$ cat src/rtl/fifo_pop_arbiter.sv
// fifo_pop_arbiter: five-way pop arbiter feeding a single registered output stream.
// Picks at most one non-empty FIFO per cycle, strobes its pop combinationally and
// registers the popped word one cycle later. IDLE tells downstream counters when
// the arbiter has nothing in flight.
//
// Optional feature: define ROUND_ROBIN_EN for round-robin arbitration (pointer
// holds the last granted index). Undefined builds use fixed lowest-index priority.
//
// Ports:
//   CLK, reset              clock, asynchronous active-high reset
//   empty0..4               input FIFO empty flags (1 = no data)
//   data_in0..4             head-of-FIFO words, valid when matching pop is high
//   stall                   downstream almost-full, blocks all pops
//   pop0..4                 combinational pop strobes, at most one high
//   data_out, grant_idx     registered popped word and its source index
//   valid_out               registered, word popped in the previous cycle
//   IDLE                    registered, arbiter in IDLE state
module fifo_pop_arbiter #(
  parameter int unsigned DATA_W = 6
) (
  input  logic              CLK,
  input  logic              reset,
  input  logic              empty0,
  input  logic              empty1,
  input  logic              empty2,
  input  logic              empty3,
  input  logic              empty4,
  input  logic [DATA_W-1:0] data_in0,
  input  logic [DATA_W-1:0] data_in1,
  input  logic [DATA_W-1:0] data_in2,
  input  logic [DATA_W-1:0] data_in3,
  input  logic [DATA_W-1:0] data_in4,
  input  logic              stall,
  output logic              pop0,
  output logic              pop1,
  output logic              pop2,
  output logic              pop3,
  output logic              pop4,
  output logic [DATA_W-1:0] data_out,
  output logic              valid_out,
  output logic [2:0]        grant_idx,
  output logic              IDLE
);

  localparam int unsigned N_FIFO = 5;
  localparam int unsigned IDX_W  = 3;

  typedef enum logic {
    ST_IDLE   = 1'b0,
    ST_ACTIVE = 1'b1
  } state_e;

  state_e             state_q, state_d;
  logic               idle_q, idle_d;
  logic               valid_q, valid_d;
  logic [DATA_W-1:0]  data_q, data_d;
  logic [IDX_W-1:0]   grant_q, grant_d;

  logic [N_FIFO-1:0]  empty_v;
  logic [N_FIFO-1:0]  pop_v;
  logic [DATA_W-1:0]  din [N_FIFO];
  logic [IDX_W-1:0]   sel_idx;
  logic               sel_vld;

  assign empty_v = {empty4, empty3, empty2, empty1, empty0};
  assign din[0]  = data_in0;
  assign din[1]  = data_in1;
  assign din[2]  = data_in2;
  assign din[3]  = data_in3;
  assign din[4]  = data_in4;

`ifdef ROUND_ROBIN_EN
  logic [IDX_W-1:0] ptr_q, ptr_d;

  // Round-robin search starting one past the last grant, wrapping 4 -> 0.
  always_comb begin : rr_select
    int unsigned cand;
    cand    = 0;
    sel_idx = '0;
    sel_vld = 1'b0;
    for (int unsigned k = 1; k <= N_FIFO; k++) begin
      cand = 32'(ptr_q) + k;
      if (cand >= N_FIFO) cand = cand - N_FIFO;
      if (!sel_vld && !empty_v[IDX_W'(cand)]) begin
        sel_vld = 1'b1;
        sel_idx = IDX_W'(cand);
      end
    end
  end

  // Pointer advances only when a pop is actually issued.
  always_comb begin : rr_ptr_next
    ptr_d = ptr_q;
    if (|pop_v) ptr_d = sel_idx;
  end

  always_ff @(posedge CLK or posedge reset) begin : rr_ptr_reg
    if (reset) ptr_q <= IDX_W'(4);
    else       ptr_q <= ptr_d;
  end
`else
  // Fixed priority: lowest non-empty index wins.
  always_comb begin : fixed_select
    sel_idx = '0;
    sel_vld = 1'b0;
    for (int unsigned i = 0; i < N_FIFO; i++) begin
      if (!sel_vld && !empty_v[i]) begin
        sel_vld = 1'b1;
        sel_idx = IDX_W'(i);
      end
    end
  end
`endif

  // Next state, pop strobes and output register inputs.
  always_comb begin : fsm_next
    state_d = state_q;
    pop_v   = '0;
    valid_d = 1'b0;
    data_d  = data_q;
    grant_d = grant_q;
    case (state_q)
      ST_IDLE: begin
        if (!(&empty_v)) state_d = ST_ACTIVE;
      end
      ST_ACTIVE: begin
        if (&empty_v) state_d = ST_IDLE;
        if (!stall && sel_vld) begin
          pop_v[sel_idx] = 1'b1;
          valid_d        = 1'b1;
          data_d         = din[sel_idx];
          grant_d        = sel_idx;
        end
      end
      default: state_d = ST_IDLE;
    endcase
    idle_d = (state_d == ST_IDLE);
  end

  always_ff @(posedge CLK or posedge reset) begin : state_regs
    if (reset) begin
      state_q <= ST_IDLE;
      idle_q  <= 1'b1;
      valid_q <= 1'b0;
      data_q  <= '0;
      grant_q <= '0;
    end else begin
      state_q <= state_d;
      idle_q  <= idle_d;
      valid_q <= valid_d;
      data_q  <= data_d;
      grant_q <= grant_d;
    end
  end

  assign pop0      = pop_v[0];
  assign pop1      = pop_v[1];
  assign pop2      = pop_v[2];
  assign pop3      = pop_v[3];
  assign pop4      = pop_v[4];
  assign data_out  = data_q;
  assign valid_out = valid_q;
  assign grant_idx = grant_q;
  assign IDLE      = idle_q;

endmodule

$ cat config.mk
export PLATFORM = sky130hd
export DESIGN_NAME = fifo_pop_arbiter
export DESIGN_NICKNAME = d
export VERILOG_FILES = /design/src/rtl/fifo_pop_arbiter.sv
export SDC_FILE = /design/constraint.sdc
export NUM_CORES = 1
export LEC_CHECK = 0
export CAP_MARGIN = 20
export CORE_MARGIN = 4
export CORE_UTILIZATION = 37
export DETAILED_ROUTE_END_ITERATION = 6
export HOLD_SLACK_MARGIN = 0.05
export PLACE_DENSITY_LB_ADDON = 0.2
export SLEW_MARGIN = 20
export SYNTH_ARGS = -nofsm -noshare
export SYNTH_HDL_FRONTEND = slang
export SYNTH_SLANG_ARGS = --single-unit
$ cat constraint.sdc
create_clock -name CLK -period 3.78 [get_ports CLK]
set_input_delay 0.756 -clock CLK [delete_from_list [all_inputs] [get_ports CLK]]
set_output_delay 0.756 -clock CLK [all_outputs]
set_load 0.005 [all_outputs]
==> impl_metrics.tcl <==
set metrics [dict create \
    synth_fp_nets 129 \
    cp_cell_sequence "clkdlybuf4s50_1, nand2_2, or3_1, nor2_4, clkdlybuf4s50_1" \
    synth_edf_count 0 \
    rsz0062_at_grt "no" \
    cp-end-kind "output port" \
    hold_slack_ns 0.4801 \
    vias 857 \
    globalRouteTotalUtil 0.1685 \
    finalSetupTns_ns 0 \
    wire_per_inst_um 13.25 \
    ys_seq_elements 12 \
    ir_worst_vdd_v 0.0001206 \
    slew_viol_final 0 \
    tritoncts "done" \
    yosysSeqAreaShare 0.3844 \
    wl_met3_um 182 \
    antenna_found_initial 0 \
    die_y_um 54.05 \
    ys_types 25 \
    drive_gt1_frac 0.08163 \
    die_w_um 54.05 \
    rows 16 \
    p_seq_frac 0.405 \
    worstSkewPairLatency_ns 0.27 \
    critical_path_class "input pin to output port" \
    power.density_nw_per_um2 261.9 \
    postCtsSetupRepairBufs 0 \
    crit_slowest_cell "clkdlybuf4s50_1" \
    antenna_cells 0 \
    first_pass_iters 4 \
    cts-resized-gates 0 \
    yosysWarnings 0 \
    critPathMostFrequentCell "clkdlybuf4s50_1" \
    grt_overflow 0 \
    comb_power_share 0.318 \
    max_freq_ghz 0.2922 \
    cts_hold_buffers 0 \
    cap_violations 0 \
    p_switching_uw 88.17 \
    post_dp_cell_area_um2 1343 \
    ys.flop_type "dfrtp_1" \
    dr.max_layer_used "met4" \
    core_area_um2 1982 \
    grt_max_degree 16 \
    ios 54 \
    dp.cells 170 \
    dieArea_um2 2921 \
    status "finished, final reports clean" \
    syn_area_per_cell_um2 8.621 \
    cts_inserted_buffers 3 \
    pwr-share-clk 0.277 \
    root_buffer "clkbuf_4" \
    start_util 0.3958 \
    drt_iter0_drc 7 \
    cp-start-kind "input pin" \
    cts_buffer_depth 2 \
    fin_cells 174 \
    gp_congestion 0.7622 \
    max-slew-margin-rel 0.5978 \
    nets 186 \
    met1_length_um 969 \
    synthArstFlopShare 1.000 \
    syn_inst 91 \
    leakagePower_nw 0.5549 \
    cp.required_ns 3.02 \
    period_minus_slack_ns 3.423 \
    postRouteAntennaNets 0 \
    min_path_type "register to register" \
    port_buffers 53 \
    cts_sinks 12 \
    switching_share 0.2442 \
    grt_pass1_wl_mm 3.519 \
    hold_viol 0 \
    avgViaCountPerCell 4.925 \
    met2_length_mm 1.112 \
    worst_pin_slew_ns 0.5882 \
    syn_to_final_growth_pct 75.76 \
    final_area_um2 1379 \
    drt-total-wl_mm 2.305 \
    internal_power_uw 272.9 \
    report.final.setup_viol 0 \
    dp_hpwl_mm 1.915 \
    syn-cell-area_um2 784.5 \
    fillers 152 \
    grt_pass1_vias 817 \
    htree_num_levels 1 \
    path_clk_slew_ns 0.07 \
    arrival_ns 2.67 \
    finalClockSkew_ns 0.003450 \
    slowest_delay_ns 0.60 \
    route.detailed.drc 0 \
    cp_max_fo 9 \
    period_share 0.9055 \
]
## cells in the mapped netlist, drive strengths merged, types with 3 or more instances
master | n | share of area
nor3 | 3 | 0.033
and2 | 6 | 0.048
o31ai | 6 | 0.057
a21oi | 6 | 0.038
nand3b | 6 | 0.057
inv | 3 | 0.014
a2111oi | 6 | 0.067
nor2 | 9 | 0.053
dfrtp | 11 | 0.35
buf | 4 | 0.037
nand2 | 12 | 0.061
nand2b | 8 | 0.064
## sequential cells by signal, indices dropped and copies added, names as in the netlist
register	cells
data_out	6
grant_idx	3
IDLE	1
state_q	1
valid_out	1
## power groups by stage
stage / clock [mW] / combinational (mW) / sequential (mW)
floorplan: 0 / 0.0374 / 0.150
global placement: 0 / 0.113 / 0.148
detailed placement: 0 / 0.115 / 0.149
CTS: 0.103 / 0.116 / 0.146
global route: 0.111 / 0.125 / 0.148
finish: 0.100 / 0.115 / 0.146
## through the flow
stage,util,power [mW],setup WS (ns)
3_5_place_dp,0.6774,0.2643,0.3497
4_1_cts,0.6957,0.3656,0.3346
5_1_grt,0.6957,0.3832,0.2537
3_3_place_gp,0.6774,0.2619,0.4027
2_1_floorplan,-,0.1872,1.399
6_report,0.6957,0.3611,0.3573
## path summary, 6_finish.rpt
path | slack [ns] | cells past startpoint | from | endpoint
setup / recovery | 0.36 | 5 | empty3 | pop4
hold / removal | 0.48 | 2 | data_out[5]$_DFFE_PP0P_ | data_out[5]$_DFFE_PP0P_
setup reg to reg | 2.39 | 4 | state_q$_DFF_PP0_ | data_out[2]$_DFFE_PP0P_
hold reg to reg | 0.48 | 2 | data_out[5]$_DFFE_PP0P_ | data_out[5]$_DFFE_PP0P_
max in group asynchronous | 2.65 | 2 | reset | IDLE$_DFF_PP1_
min in group asynchronous | 0.79 | 2 | reset | grant_idx[2]$_DFFE_PP0P_
## logic make-up (layout without fill, tap and decap cells)
group,after synthesis,in the layout,synth area share
simple gates,50,50,0.3621
compound gates,22,22,0.2025
buf+inv,7,63,0.05104
flops,12,12,0.3844
## per-layer routing
layer / vias to the layer above / GRT usage
met3: 4 / 0.02216
met4: 0 / 0.09959
met5: - / 0
met2: 41 / 0.2883
li1: 434 / -
met1: 378 / 0.1987
## layout by cell type (no fill, tap or decap), types with 2 or more instances in the layout
cell,n
clkdlybuf4s50_1,53
clkbuf_4,3
and2_1,6
nor3_1,2
a21oi_1,6
nand2b_1,8
inv_1,3
a2111oi_0,6
buf_4,3
nor2b_1,2
nand3b_1,6
o31ai_1,6
nand3_1,2
a21o_1,2
nand2_1,11
dfrtp_1,11
nor2_1,8
## area by class of cell
cell class	instances	area, µm²	area share
Timing Repair Buffer	56	553.0	0.4011
Multi-Input combinational cell	72	442.9	0.3212
Inverter	3	11.26	0.008167
Tap cell	27	33.78	0.02450
Clock buffer	4	36.28	0.02632
Sequential cell	12	301.5	0.2187
## critical path, delay by kind of cell
kind,cells,cell delay [ns]
buffers and inverters,2,1.11
and+or+nand+nor,3,0.81
No activity file was read; power rests on OpenSTA's default activity.
